===== src/rtl/bt_cmd_arb_pkg.sv =====
// Shared types and constants for the command arbiter: FSM state encoding,
// command field widths and the round-robin pointer wrap helper.
package bt_pkg;

  localparam int CMD_START_W = 5;
  localparam int CMD_LEN_W   = 4;

  typedef enum logic [1:0] {
    ST_IDLE  = 2'd0,
    ST_ISSUE = 2'd1,
    ST_WAIT  = 2'd2
  } state_e;

  // Index that follows idx in a ring of n requesters.
  function automatic int unsigned rr_next_idx(input int unsigned idx, input int unsigned n);
    int unsigned v_nxt;
    if (idx + 32'd1 >= n) begin
      v_nxt = 32'd0;
    end else begin
      v_nxt = idx + 32'd1;
    end
    return v_nxt;
  endfunction

endpackage


===== src/rtl/bt_cmd_arb_if.sv =====
// Requester/command-sender bus of the command arbiter. The environment
// (requesters plus command sender) uses the master view, the arbiter the
// slave view.
interface bt_cmd_arb_if #(
  parameter int unsigned NREQ = 3
) ();
  import bt_pkg::*;

  logic [NREQ-1:0]                   req;
  logic [NREQ-1:0][CMD_START_W-1:0]  req_start;
  logic [NREQ-1:0][CMD_LEN_W-1:0]    req_len;
  logic [NREQ-1:0]                   gnt;
  logic [NREQ-1:0]                   done;
  logic [NREQ-1:0]                   err;
  logic                              busy;
  logic                              send;
  logic [CMD_START_W-1:0]            cmd_start;
  logic [CMD_LEN_W-1:0]              cmd_len;
  logic                              resp_rcvd;

  modport master (
    output req, req_start, req_len, resp_rcvd,
    input  gnt, done, err, busy, send, cmd_start, cmd_len
  );

  modport slave (
    input  req, req_start, req_len, resp_rcvd,
    output gnt, done, err, busy, send, cmd_start, cmd_len
  );

endinterface


===== src/rtl/bt_cmd_arb_rr_arb.sv =====
// Round-robin selector: scans the request vector starting at the pointer,
// wrapping once, and returns the first active requester as a one-hot grant
// together with its index.
module rr_arb #(
  parameter int unsigned NREQ  = 3,
  parameter int unsigned PTR_W = 2
) (
  input  logic [NREQ-1:0]  i_req,
  input  logic [PTR_W-1:0] i_ptr,
  output logic [NREQ-1:0]  o_gnt,
  output logic             o_valid,
  output logic [PTR_W-1:0] o_idx
);

  // First requester at or after the pointer (modulo NREQ) wins.
  always_comb begin
    int unsigned      v_pos;
    logic [PTR_W-1:0] v_idx;
    o_gnt   = '0;
    o_valid = 1'b0;
    o_idx   = '0;
    v_pos   = 32'd0;
    v_idx   = '0;
    for (int unsigned off = 32'd0; off < NREQ; off++) begin
      v_pos = 32'(i_ptr) + off;
      if (v_pos >= NREQ) begin
        v_pos = v_pos - NREQ;
      end else begin
        v_pos = v_pos;
      end
      v_idx = PTR_W'(v_pos);
      if (!o_valid && i_req[v_idx]) begin
        o_valid      = 1'b1;
        o_gnt[v_idx] = 1'b1;
        o_idx        = v_idx;
      end else begin
        o_valid = o_valid;
      end
    end
  end

endmodule


===== src/rtl/bt_cmd_arb.sv =====
// Command arbiter: shares one command sender among NREQ requesters.
// IDLE picks a round-robin winner and captures its command, ISSUE pulses
// send once, WAIT watches for the response with a timeout and re-sends up
// to MAX_RETRY times before abandoning the command with err.
module bt_cmd_arb #(
  parameter int unsigned NREQ        = 3,
  parameter int unsigned TIMEOUT_CYC = 32'h0001_FFFF,
  parameter int unsigned MAX_RETRY   = 2
) (
  input  logic        clk,
  input  logic        rst,
  bt_cmd_arb_if.slave bus
);
  import bt_pkg::*;

  localparam int unsigned PTR_W = (NREQ > 32'd1) ? $clog2(NREQ) : 32'd1;
  localparam int unsigned CNT_W = (TIMEOUT_CYC > 32'd1) ? $clog2(TIMEOUT_CYC + 32'd1) : 32'd1;
  localparam int unsigned RTY_W = (MAX_RETRY > 32'd0) ? $clog2(MAX_RETRY + 32'd1) : 32'd1;

  state_e                  r_state;
  logic [PTR_W-1:0]        r_ptr;
  logic [RTY_W-1:0]        r_retry;
  logic [CNT_W-1:0]        r_cnt;
  logic [NREQ-1:0]         r_owner;
  logic [NREQ-1:0]         r_gnt;
  logic [NREQ-1:0]         r_done;
  logic [NREQ-1:0]         r_err;
  logic                    r_send;
  logic                    r_busy;
  logic [CMD_START_W-1:0]  r_cmd_start;
  logic [CMD_LEN_W-1:0]    r_cmd_len;

  logic [NREQ-1:0]         w_req_m;
  logic [NREQ-1:0]         w_win;
  logic                    w_valid;
  logic [PTR_W-1:0]        w_idx;
  logic [PTR_W-1:0]        w_ptr_nxt;
  logic                    w_len_zero;
  logic                    w_timeout;
  logic                    w_retry_ok;

  // A requester granted last cycle cannot have dropped req yet (gnt is
  // registered), so it is hidden for one cycle to avoid a double grant
  // after a zero-length command.
  assign w_req_m = bus.req & ~r_gnt;

  rr_arb #(
    .NREQ  (NREQ),
    .PTR_W (PTR_W)
  ) u_rr_arb (
    .i_req   (w_req_m),
    .i_ptr   (r_ptr),
    .o_gnt   (w_win),
    .o_valid (w_valid),
    .o_idx   (w_idx)
  );

  assign w_ptr_nxt  = PTR_W'(rr_next_idx(32'(w_idx), NREQ));
  assign w_len_zero = (bus.req_len[w_idx] == {CMD_LEN_W{1'b0}});
  // The counter "reaches 0" on the WAIT cycle that would decrement it to 0,
  // which gives a TIMEOUT_CYC+1 cycle send-to-send period across retries.
  assign w_timeout  = (r_cnt <= CNT_W'(32'd1));
  assign w_retry_ok = (32'(r_retry) < MAX_RETRY);

  // Arbitration / issue / wait FSM with all outputs registered.
  always_ff @(posedge clk or posedge rst) begin
    if (rst) begin
      r_state     <= ST_IDLE;
      r_ptr       <= '0;
      r_retry     <= '0;
      r_cnt       <= '0;
      r_owner     <= '0;
      r_gnt       <= '0;
      r_done      <= '0;
      r_err       <= '0;
      r_send      <= 1'b0;
      r_busy      <= 1'b0;
      r_cmd_start <= '0;
      r_cmd_len   <= '0;
    end else begin
      r_gnt  <= '0;
      r_done <= '0;
      r_err  <= '0;
      r_send <= 1'b0;
      case (r_state)
        ST_IDLE: begin
          if (w_valid) begin
            r_gnt <= w_win;
            r_ptr <= w_ptr_nxt;
            if (w_len_zero) begin
              // Nothing to send: refuse the command but keep the turn order.
              r_err <= w_win;
            end else begin
              r_owner     <= w_win;
              r_cmd_start <= bus.req_start[w_idx];
              r_cmd_len   <= bus.req_len[w_idx];
              r_retry     <= '0;
              r_busy      <= 1'b1;
              r_state     <= ST_ISSUE;
            end
          end
        end
        ST_ISSUE: begin
          r_send  <= 1'b1;
          r_cnt   <= CNT_W'(TIMEOUT_CYC);
          r_state <= ST_WAIT;
        end
        ST_WAIT: begin
          if (bus.resp_rcvd) begin
            // A response wins over a simultaneous timeout.
            r_done  <= r_owner;
            r_cnt   <= '0;
            r_busy  <= 1'b0;
            r_state <= ST_IDLE;
          end else if (w_timeout) begin
            r_cnt <= '0;
            if (w_retry_ok) begin
              r_retry <= r_retry + RTY_W'(32'd1);
              r_state <= ST_ISSUE;
            end else begin
              r_err   <= r_owner;
              r_busy  <= 1'b0;
              r_state <= ST_IDLE;
            end
          end else begin
            r_cnt <= r_cnt - CNT_W'(32'd1);
          end
        end
        default: begin
          r_busy  <= 1'b0;
          r_state <= ST_IDLE;
        end
      endcase
    end
  end

  assign bus.gnt       = r_gnt;
  assign bus.done      = r_done;
  assign bus.err       = r_err;
  assign bus.busy      = r_busy;
  assign bus.send      = r_send;
  assign bus.cmd_start = r_cmd_start;
  assign bus.cmd_len   = r_cmd_len;

endmodule


===== src/flat_wrapper.sv =====
// flat-port wrapper written by rule: the top's interface ports become plain ports
module bt_cmd_arb_flat import bt_pkg::*;
#(
  parameter int unsigned NREQ        = 3,
  parameter int unsigned TIMEOUT_CYC = 32'h0001_FFFF,
  parameter int unsigned MAX_RETRY   = 2
)
  (clk, rst, bus_req, bus_req_start, bus_req_len, bus_resp_rcvd, bus_gnt, bus_done, bus_err, bus_busy, bus_send, bus_cmd_start, bus_cmd_len);
  bt_cmd_arb_if #(.NREQ(NREQ)) bus_i ();
  input  logic clk;
  input  logic rst;
  input wire logic [$bits(bus_i.req)-1:0] bus_req;
  input wire logic [$bits(bus_i.req_start)-1:0] bus_req_start;
  input wire logic [$bits(bus_i.req_len)-1:0] bus_req_len;
  input wire logic [$bits(bus_i.resp_rcvd)-1:0] bus_resp_rcvd;
  output wire logic [$bits(bus_i.gnt)-1:0] bus_gnt;
  output wire logic [$bits(bus_i.done)-1:0] bus_done;
  output wire logic [$bits(bus_i.err)-1:0] bus_err;
  output wire logic [$bits(bus_i.busy)-1:0] bus_busy;
  output wire logic [$bits(bus_i.send)-1:0] bus_send;
  output wire logic [$bits(bus_i.cmd_start)-1:0] bus_cmd_start;
  output wire logic [$bits(bus_i.cmd_len)-1:0] bus_cmd_len;
  assign bus_i.req = bus_req;
  assign bus_i.req_start = bus_req_start;
  assign bus_i.req_len = bus_req_len;
  assign bus_i.resp_rcvd = bus_resp_rcvd;
  assign bus_gnt = bus_i.gnt;
  assign bus_done = bus_i.done;
  assign bus_err = bus_i.err;
  assign bus_busy = bus_i.busy;
  assign bus_send = bus_i.send;
  assign bus_cmd_start = bus_i.cmd_start;
  assign bus_cmd_len = bus_i.cmd_len;
  bt_cmd_arb #(.NREQ(NREQ), .TIMEOUT_CYC(TIMEOUT_CYC), .MAX_RETRY(MAX_RETRY)) u_core (.clk(clk), .rst(rst), .bus(bus_i));
endmodule

===== config.mk =====
export PLATFORM = sky130hd
export DESIGN_NAME = bt_cmd_arb_flat
export DESIGN_NICKNAME = d
export VERILOG_FILES = /design/src/rtl/bt_cmd_arb_pkg.sv /design/src/rtl/bt_cmd_arb_if.sv /design/src/rtl/bt_cmd_arb_rr_arb.sv /design/src/rtl/bt_cmd_arb.sv /design/src/flat_wrapper.sv
export SDC_FILE = /design/constraint.sdc
export NUM_CORES = 1
export LEC_CHECK = 0
export ABC_AREA = 0
export CORE_AREA = 2 2 90 92
export DETAILED_ROUTE_END_ITERATION = 7
export DIE_AREA = 0 0 92 94
export HOLD_SLACK_MARGIN = 0.15
export PLACE_DENSITY = 0.64
export SETUP_SLACK_MARGIN = 0.15
export SYNTH_ARGS = -nofsm -noshare
export SYNTH_HDL_FRONTEND = slang
export SYNTH_HIERARCHICAL = 1
export SYNTH_SLANG_ARGS = --single-unit
export TNS_END_PERCENT = 30

===== constraint.sdc =====
create_clock -name clk -period 7.8 [get_ports clk]
set_input_delay 0.78 -clock clk [delete_from_list [all_inputs] [get_ports clk]]
set_output_delay 0.78 -clock clk [all_outputs]
set_load 0.01 [all_outputs]

==> results.py <==
metrics = {
    "floorplanning": {
        "chipWidth_um": 92,
        "num_rows": 32,
        "dieArea_mm2": 0.00865,
        "ios": 53,
        "initial_core_util_pct": 37.1,
        "core_area_mm2": 0.00761,
        "die_h_um": 94,
    },
    "setup_path": {
        "arrival_ns": 5.04,
        "cp_cell_sequence": "clkdlybuf4s50_1 -> nor2b_1 -> mux2i_1 -> o21ai_1 -> a21oi_1 -> o21ai_1 -> nor2b_1 -> o2bb2ai_1 -> o41ai_2 -> buf_4 -> mux2_2",
        "worst-setup-path-type": "primary input to register",
        "crit_required_ns": 8.00,
        "crit_fanout": 11,
        "cp_top_family": "compound AO/OA/AOI/OAI gates",
        "path_buf_inv": 2,
        "cpPeakStageDelay_ns": 0.90,
        "slowest_stage": "o21ai_1",
        "critPathCaptureType": "register",
        "critPathLaunchType": "primary input",
    },
    "synth": {
        "ys_seq_area_share_pct": 40.7,
        "synth_nets": 347,
        "syn_area_mm2": 0.00283,
        "yosysWarnings": 6,
        "synthArstFlopShare_pct": 100,
        "ys.flop_type": "dfrtp_1",
        "syn_area_per_cell_um2": 9.29,
        "synth_cells": 304,
        "ys_ff_latch": 46,
        "synth_edf_count": 0,
        "synth_cell_types": 50,
    },
    "finish": {
        "nets": 394,
        "drive_gt1_share_pct": 8.24,
        "final_common_cell": "clkdlybuf4s50_1",
        "final_util_pct": 46.5,
        "layout_common_cells": "52 x clkdlybuf4s50_1, 46 x dfrtp_1, 29 x nand2_1, 24 x nor2_1, 20 x o21ai_0",
        "syn_to_final_growth_pct": 25.2,
        "fin_cells": 454,
        "diodes": 0,
        "n_fill_cell": 733,
    },
    "clock_tree": {
        "clkTransAtPathRegs_ns": 0.09,
        "post_cts_buffers": 0,
        "cts_buffer_depth": 2,
        "cts_resized": 0,
        "cts-hold-fix-buffers": 0,
        "cts_num_sinks": 46,
        "clkLatencyLatePin_ns": 0.31,
        "htreeDepth": 2,
        "clock-root-buffer": "clkbuf_8",
        "cts_buffers": 5,
        "cts_tree": "yes",
    },
    "sta": {
        "rsz0062_at_grt": "false",
        "fin_crit_sh_pct": 62.1,
        "layout_min_cycle_time_ns": 4.84,
        "hold_viol": 0,
        "tightest_slew_ns": 1.15,
        "timing.fmax_mhz": 206,
        "relSlewSlack_pct": 22.9,
        "drv_slew": 0,
        "clock_skew_ns": 0.00778,
        "finalSetupViolCount": 0,
        "fin_setup_tns_ns": 0,
    },
    "power": {
        "p_seq_share_pct": 28.5,
        "internal-power_uw": 828,
        "pwr-share-comb_pct": 56.7,
        "power_frac_clock_pct": 14.8,
        "vdd_drop_max_v": 0.000148,
        "p_switching_uw": 635,
        "swShare_pct": 43.4,
        "power_leakage_uw": 0.00145,
        "powerDensity_mw_per_mm2": 414,
    },
    "drt": {
        "post_drt_wl_per_cell_um": 15.2,
        "drtIter0Drc": 108,
        "dr.pass1.iters": 5,
        "drc_errors": 0,
        "routed-via-count": 2466,
        "detail-route-antenna-nets": 0,
        "wirelength_mm": 6.88,
        "vias_per_cell": 5.43,
    },
    "min_path": {
        "worstHoldPathType": "register to register",
    },
    "placed_design": {
        "placed_cells": 446,
        "port_buffers": 52,
        "place.gp.congestion": 0.905,
        "dp_hpwl_mm": 4.93,
    },
    "global_route": {
        "antenna_found_initial": 0,
        "grt_max_degree": 47,
        "grt_pass1_wl_mm": 11.2,
        "overflow": 0,
        "grt_use_total_pct": 16.2,
        "grt_pass1_vias": 2318,
    },
    "run_status": {
        "status": "completed",
    },
    "flow_run": {
        "max_cap_viol_count": 0,
    },
}
## power groups by stage
stage	registers, µW	clock network (µW)	logic (µW)
2_1_floorplan	419	0	598
5_1_grt	432	232	920
3_3_place_gp	420	0	807
3_5_place_dp	421	0	828
4_1_cts	417	224	830
6_report	417	217	829
## routing by layer
layer	up-vias	share of wire [%]	global-route usage, %	wire length, µm
met2	45	50	27.1	3440
met5	-	0	0	0
li1	1212	-	-	-
met4	0	1.6	5.72	113
met1	1201	45	20.9	3130
met3	8	3.0	3.13	203
## worst paths after layout
kind | from | end | slack [ns] | depth (start not counted)
setup / recovery | bus_req[0] | u_core/r_owner[2] | 2.96 | 11
hold / removal | u_core/bus.cmd_len[2] | u_core/bus.cmd_len[2] | 0.49 | 2
setup reg to reg | u_core/r_ptr[1] | u_core/r_owner[2] | 3.32 | 11
hold reg to reg | u_core/bus.cmd_len[2] | u_core/bus.cmd_len[2] | 0.49 | 2
max in group asynchronous | rst | u_core/bus.cmd_start[4] | 6.19 | 2
min in group asynchronous | rst | u_core/r_cnt[9] | 1.00 | 2
## registers in the layout, summed over array words and instances (netlist names)
name	cells
u_core/r_retry	2
u_core/r_cnt	17
u_core/bus.gnt	3
u_core/r_owner	3
u_core/bus.cmd_len	4
u_core/bus.busy	1
u_core/bus.send	1
u_core/r_ptr	2
u_core/r_state	2
u_core/bus.cmd_start	5
u_core/bus.done	3
u_core/bus.err	3
## tightest hold or removal path, delay by kind of cell (launching register included)
family,cells,cell delay [ns]
flip-flops,1,0.35
AND/OR/NAND/NOR,2,0.11
## synthesized netlist by cell type, types with 5 or more instances
cell / number / share of area [%]
a21oi_1: 17 / 3.0
a22o_1: 14 / 4.3
and3_1: 7 / 1.5
clkbuf_1: 8 / 1.1
dfrtp_1: 46 / 41
ha_1: 10 / 4.4
inv_1: 17 / 2.3
mux2_2: 6 / 2.4
mux2i_1: 11 / 3.9
nand2_1: 29 / 3.9
nor2_1: 24 / 3.2
nor2b_1: 6 / 1.3
nor3_1: 5 / 0.89
o21ai_0: 21 / 3.7
o21ai_1: 5 / 0.89
o41ai_1: 8 / 2.5
or3_1: 5 / 1.1
## area by class of cell
class | count | area, µm² | share of cell area (%)
Clock buffer | 5 | 68.8 | 1.94
Clock inverter | 3 | 68.8 | 1.94
Inverter | 17 | 63.8 | 1.80
Multi-Input combinational cell | 228 | 1530 | 43.2
Sequential cell | 46 | 1150 | 32.5
Tap cell | 102 | 128 | 3.61
Timing Repair Buffer | 53 | 528 | 14.9
## kinds of logic (layout without fill, tap and decap cells)
logic type,Yosys count,in the layout,synth area share (%)
AOI/OAI and AO/OA,99,99,24.8
DFF,46,46,40.7
adders and majority gates,10,10,4.43
and+or+nand+nor,101,101,17.8
buffers and inverters,30,78,5.09
muxes,18,18,7.09
## per-stage QoR
stage / area [µm²] / setup WS, ns / hold WS [ns] / power (µW)
global placement: 3400 / 2.90 / 0.484 / 1230
finish: 3540 / 2.96 / 0.489 / 1460
global route: 3540 / 2.62 / 0.524 / 1580
floorplan: 2830 / 4.36 / 0.474 / 1020
detailed placement: 3400 / 2.67 / 0.466 / 1250
CTS: 3540 / 2.98 / 0.490 / 1470
Power figures use the tool's default switching activity.
